==> config.mk <==
export PLATFORM = sky130hd
export DESIGN_NAME = reset_sequencer
export DESIGN_NICKNAME = d
export VERILOG_FILES = /design/src/rtl/reset_sequencer.sv
export SDC_FILE = /design/constraint.sdc
export NUM_CORES = 1
export LEC_CHECK = 0
export CAP_MARGIN = 20
export CORE_MARGIN = 1
export CORE_UTILIZATION = 50
export DETAILED_ROUTE_END_ITERATION = 16
export PLACE_DENSITY = 0.77
export SETUP_SLACK_MARGIN = 0.15
export SYNTH_ARGS = -nofsm -noshare
export SYNTH_HDL_FRONTEND = slang
export SYNTH_SLANG_ARGS = --single-unit
==> constraint.sdc <==
create_clock -name clk -period 3 [get_ports clk]
set_input_delay 0.3 -clock clk [delete_from_list [all_inputs] [get_ports clk]]
set_output_delay 0.3 -clock clk [all_outputs]
set_load 0.02 [all_outputs]
==> src/rtl/reset_sequencer.sv <==
// reset_sequencer: stretched power-on reset, staggered per-channel release,
// run-cycle counter with halt, and a sticky timeout that re-asserts all resets.
module reset_sequencer #(
  parameter int unsigned CHANNELS       = 2,
  parameter int unsigned HOLD_CYCLES    = 2,
  parameter int unsigned STAGGER_CYCLES = 3,
  parameter int unsigned RUN_LIMIT      = 500,
  parameter int unsigned COUNT_W        = 32
) (
  input  logic                clk,
  input  logic                r,
  input  logic                soft_rst_req,
  input  logic                halt_req,
  output logic [CHANNELS-1:0] rst_out,
  output logic                ready,
  output logic                timeout,
  output logic [COUNT_W-1:0]  cycle_count,
  output logic [1:0]          state
);

  localparam int unsigned HOLD_W    = (HOLD_CYCLES > 1)    ? $clog2(HOLD_CYCLES)    : 1;
  localparam int unsigned STAGGER_W = (STAGGER_CYCLES > 1) ? $clog2(STAGGER_CYCLES) : 1;
  localparam int unsigned IDX_W     = (CHANNELS > 1)       ? $clog2(CHANNELS)       : 1;

  typedef enum logic [1:0] {
    ST_HOLD    = 2'd0,
    ST_RELEASE = 2'd1,
    ST_RUN     = 2'd2,
    ST_TIMEOUT = 2'd3
  } state_e;

  state_e               state_q;
  logic [HOLD_W-1:0]    hold_cnt_q;
  logic [STAGGER_W-1:0] stagger_cnt_q;
  logic [IDX_W-1:0]     idx_q;
  logic [CHANNELS-1:0]  rst_out_q;
  logic                 ready_q;
  logic                 timeout_q;
  logic [COUNT_W-1:0]   cycle_count_q;

  // Sequencer FSM: all outputs are registered here.
  always_ff @(posedge clk or posedge r) begin
    if (r) begin
      state_q       <= ST_HOLD;
      hold_cnt_q    <= '0;
      stagger_cnt_q <= '0;
      idx_q         <= '0;
      rst_out_q     <= '1;
      ready_q       <= 1'b0;
      timeout_q     <= 1'b0;
      cycle_count_q <= '0;
    end else if (soft_rst_req) begin
      // Soft restart outranks every other event on this edge.
      state_q       <= ST_HOLD;
      hold_cnt_q    <= '0;
      stagger_cnt_q <= '0;
      idx_q         <= '0;
      rst_out_q     <= '1;
      ready_q       <= 1'b0;
      timeout_q     <= 1'b0;
      cycle_count_q <= '0;
    end else begin
      case (state_q)
        ST_HOLD: begin
          if (hold_cnt_q == HOLD_W'(HOLD_CYCLES - 1)) begin
            hold_cnt_q <= '0;
            // Release order is ascending, so shifting in a zero clears bit idx.
            rst_out_q  <= rst_out_q << 1;
            if (CHANNELS == 1) begin
              state_q <= ST_RUN;
              ready_q <= 1'b1;
            end else begin
              state_q       <= ST_RELEASE;
              idx_q         <= IDX_W'(1);
              stagger_cnt_q <= '0;
            end
          end else begin
            hold_cnt_q <= hold_cnt_q + HOLD_W'(1);
          end
        end
        ST_RELEASE: begin
          if (stagger_cnt_q == STAGGER_W'(STAGGER_CYCLES - 1)) begin
            stagger_cnt_q <= '0;
            rst_out_q     <= rst_out_q << 1;
            idx_q         <= idx_q + IDX_W'(1);
            if (idx_q == IDX_W'(CHANNELS - 1)) begin
              state_q <= ST_RUN;
              ready_q <= 1'b1;
            end
          end else begin
            stagger_cnt_q <= stagger_cnt_q + STAGGER_W'(1);
          end
        end
        ST_RUN: begin
          if (!halt_req) begin
            if ((RUN_LIMIT != 0) && (cycle_count_q == COUNT_W'(RUN_LIMIT - 1))) begin
              cycle_count_q <= COUNT_W'(RUN_LIMIT);
              state_q       <= ST_TIMEOUT;
              timeout_q     <= 1'b1;
              ready_q       <= 1'b0;
              rst_out_q     <= '1;
            end else begin
              cycle_count_q <= cycle_count_q + COUNT_W'(1);
            end
          end
        end
        default: begin
          // Terminal timeout: everything holds until r or soft restart.
          state_q <= ST_TIMEOUT;
        end
      endcase
    end
  end

  assign rst_out     = rst_out_q;
  assign ready       = ready_q;
  assign timeout     = timeout_q;
  assign cycle_count = cycle_count_q;
  assign state       = state_q;

endmodule

==> metrics.md <==
| Metric | Value |
|---|---|
| Slew HR | 65.1% |
| Worst Path Arrival | around 2.7 ns |
| Clk Latency, worst-skew pair | 0.30 ns |
| Initial Util | 53.7% |
| Root Buffer | clkbuf_8 |
| Die W | 68.7 µm |
| Clock skew | 0.00667 ns |
| Total Routing Usage GR | 24.0% |
| Async SR Flop Fraction | 100% |
| Peak Freq | 403 MHz |
| CTS Buf Count | 5 |
| GPL Wtd Cong | 0.853 |
| Post-DR wirelength/cell | about 15 µm |
| Final ANT Viol Nets | 0 |
| Final hold violation count | 0 |
| Hpwl dp | 3490 µm |
| Leakage power | about 1.1 nW |
| Syn nets | 249 |
| Ys flop type | dfrtp_1 |
| Seq/Total Area, Yosys | 47.3% |
| Vias/cell | approximately 5.7 |
| Peak supply drop | 227 µV |
| Design Power | 0.00102 W |
| Synthesized cell area | 2230 µm² |
| Number of synthesized flops with an enable pin | 0 |
| Die Y | 68.7 µm |
| DRC violations left | 0 |
| Placed Cells | about 330 |
| Number of clock sinks | 42 |
| Commonest non-fill, non-tap cell in the layout | nor2_1 |
| Drt first-iter violations | 185 |
| Wirelength, routed | ~5000 µm |
| Core Rows | 23 |
| First-pass GRT wire length | 8290 µm |
| Startpoint types | flop |
| CTS clock-pin slew for the worst setup and hold paths | about 0.08 ns |
| H-tree levels | 2 |
| Net Sw Frac | 24.3% |
| Crit Path Max Fanout | 23 |
| Largest net degree at the start of global routing | 43 |
| Worst Path Required | 3.18 ns |
| Final Slew Violations | 0 |
| Max Buffers Root-to-Sink | 2 |
| # setup viols final | 0 |
| Post-Syn Instances | 244 |
| Unrepaired setup endpoints after global routing | no |
| GR Overflow Total | 0 |
| Vias in the first global route | 1,745 |
| Design Area, Final | 2780 µm² |
| Total setup buffers inserted after CTS | 0 |
| Setup CP Type | flop to flop |
| Critical path's most frequent cell | or4_1 |
| Initial antenna violation count | 0 |
| Slew of the pin with the lowest slew margin | 0.523 ns |
| Filler cells | 362 |
| Crit. End Element | flop |
| Total of max-cap violations | 0 |
| Grt met1 use | 34.2% |
| Status | finished, final reports clean |
| Power per cell area | 367 nW/µm² |
| Combinational Power Share | about 7.5% |
| TNS Setup | 0 ns |
| Syn_area_per_cell | around 9 µm² |
| Yosys cell types | 44 |
| Post-route insts no fill | 339 |
| Vias | between 1,500 and 2,000 |
| Seq cells post-synth | 42 |
| CTS hold repair buffers | 0 |
| Min-delay worst type | input port to async pin |
| GRT met2 Usage | 35.5% |
| Die area | 4730 µm² |
| Most frequent cells in the layout | nor2_1 (43), clkdlybuf4s50_1 (41), dfrtp_1 (40), nand2_1 (20), xnor2_1 (20) |
| Crit path time final | 2.48 ns |
| Period Utilization, post-route | 82.7% |
| Slowest stage delay, CP | 0.53 ns |
| Clock tree from TritonCTS | yes |
| # diodes | 0 |
| Area Growth Syn to Fin | 24.7% |
| Post_cts resized | 0 |
| Multi-input combinational cell area | 1110 µm² |
| Io pins | 42 |
| Sw Pwr | 0.000248 W |
| Reg area | about 1100 µm² |
| PortBufs | 41 |
| Met3 Usage GRT | 5.26% |
| Grt peak-use layer | met2 |
| Reg power frac | 57.9% |
| Post-DP Area | 2700 µm² |
| Core region area | 4140 µm² |
| Nets@finish | 293 |
| Post-Route Utilization | 67.0% |
| Crit-path cells | or4_1 > or4_1 > or3_4 > o21ai_2 > buf_4 > nor2_1 |
| Clk pwr share | around 35% |
| Pre-Repair DR Iteration Count | 5 |
| Worst path slowest cell | or4_1 |
| Int Pwr | 0.000772 W |
| Warnings, synthesis | 0 |
| Layout cells sized above 1 | 6.92% |
worst max-delay path, delay by kind of cell, from the launching register on:
kind	cells	cell delay [ns]
simple gates	4	1.53
buf+inv	1	0.27
compound gates	1	0.12
flops	1	0.44
synthesized netlist by cell type (2+ instances only):
master	number	area share, %
xor2_1	8	3.1
nand2_1	20	3.4
or4_1	4	1.3
or2_2	3	0.84
o211ai_1	3	1.0
a31oi_1	3	0.84
nor4_1	10	2.8
or3_1	3	0.84
o21ai_0	6	1.3
inv_1	7	1.2
and2_1	2	0.56
nand4_1	6	1.7
nor2b_1	2	0.56
clkbuf_1	6	1.0
nand2b_1	2	0.56
dfstp_2	2	2.4
nand3_1	11	2.5
a21oi_1	7	1.6
nor2_1	43	7.2
and4_1	3	1.2
buf_4	2	0.67
and3_1	3	0.84
dfrtp_1	40	45
xnor2_1	20	7.9
nor3_1	9	2.0
per-layer routing:
layer | vias to the layer above | share of wire (%)
li1 | 945 | -
met2 | 45 | 45
met3 | 9 | 4.3
met1 | 930 | 49
met4 | 0 | 1.8
met5 | - | 0
cell type report:
type | count | share of cell area (%)
sequential | 42 | 37.9
timing repair buffer | 46 | 16.1
inverter | 7 | 0.946
clock buffer | 8 | 2.88
multi-input combinational | 186 | 39.8
tap | 50 | 2.25
logic make-up after synthesis:
kind of cell,after synthesis,share of synthesized area [%]
AND/OR/NAND/NOR,127,28.9
flip-flops,42,47.3
AO/OA/AOI/OAI,29,8.76
XOR/XNOR,28,11.0
buffers and inverters,16,3.03
multiplexers,1,0.449
adder cells (fa/ha/maj),1,0.562
power groups by stage:
stage | combinational, W | sequential (W) | clock [W]
final | 0.0000765 | 0.000590 | 0.000353
after global routing | 0.0000851 | 0.000592 | 0.000386
after CTS | 0.0000777 | 0.000590 | 0.000361
after detailed placement | 0.0000775 | 0.000601 | 0
after global placement | 0.0000757 | 0.000601 | 0
after floorplan | 0.0000507 | 0.000601 | 0
path summary, 6_finish.rpt:
path                                    to  slack [ns]  cells past startpoint             from
max in group asynchronous       rst_out[0]        2.19                      3                r
max reg2reg                cycle_count[21]        0.52                      6  cycle_count[17]
min reg2reg                        timeout        0.53                      1          timeout
min in group clk                   timeout        0.53                      1          timeout
max                        cycle_count[21]        0.52                      6  cycle_count[17]
min                        cycle_count[23]        0.43                      3                r
through the flow:
stage / worst slack [ns] / hold WS, ns
global route: 0.404 / 0.500
finish: 0.519 / 0.428
CTS: 0.519 / 0.453
floorplan: 0.627 / 0.491
detailed placement: 0.540 / 0.512
global placement: 0.607 / 0.488
sequential cells by signal, indices dropped and copies added, names as in the netlist:
signal and count:
rst_out 2, cycle_count 32, ready 1, idx_q 1, timeout 1, hold_cnt_q 1, stagger_cnt_q 2, state 2
No activity file was read; power rests on OpenSTA's default activity.
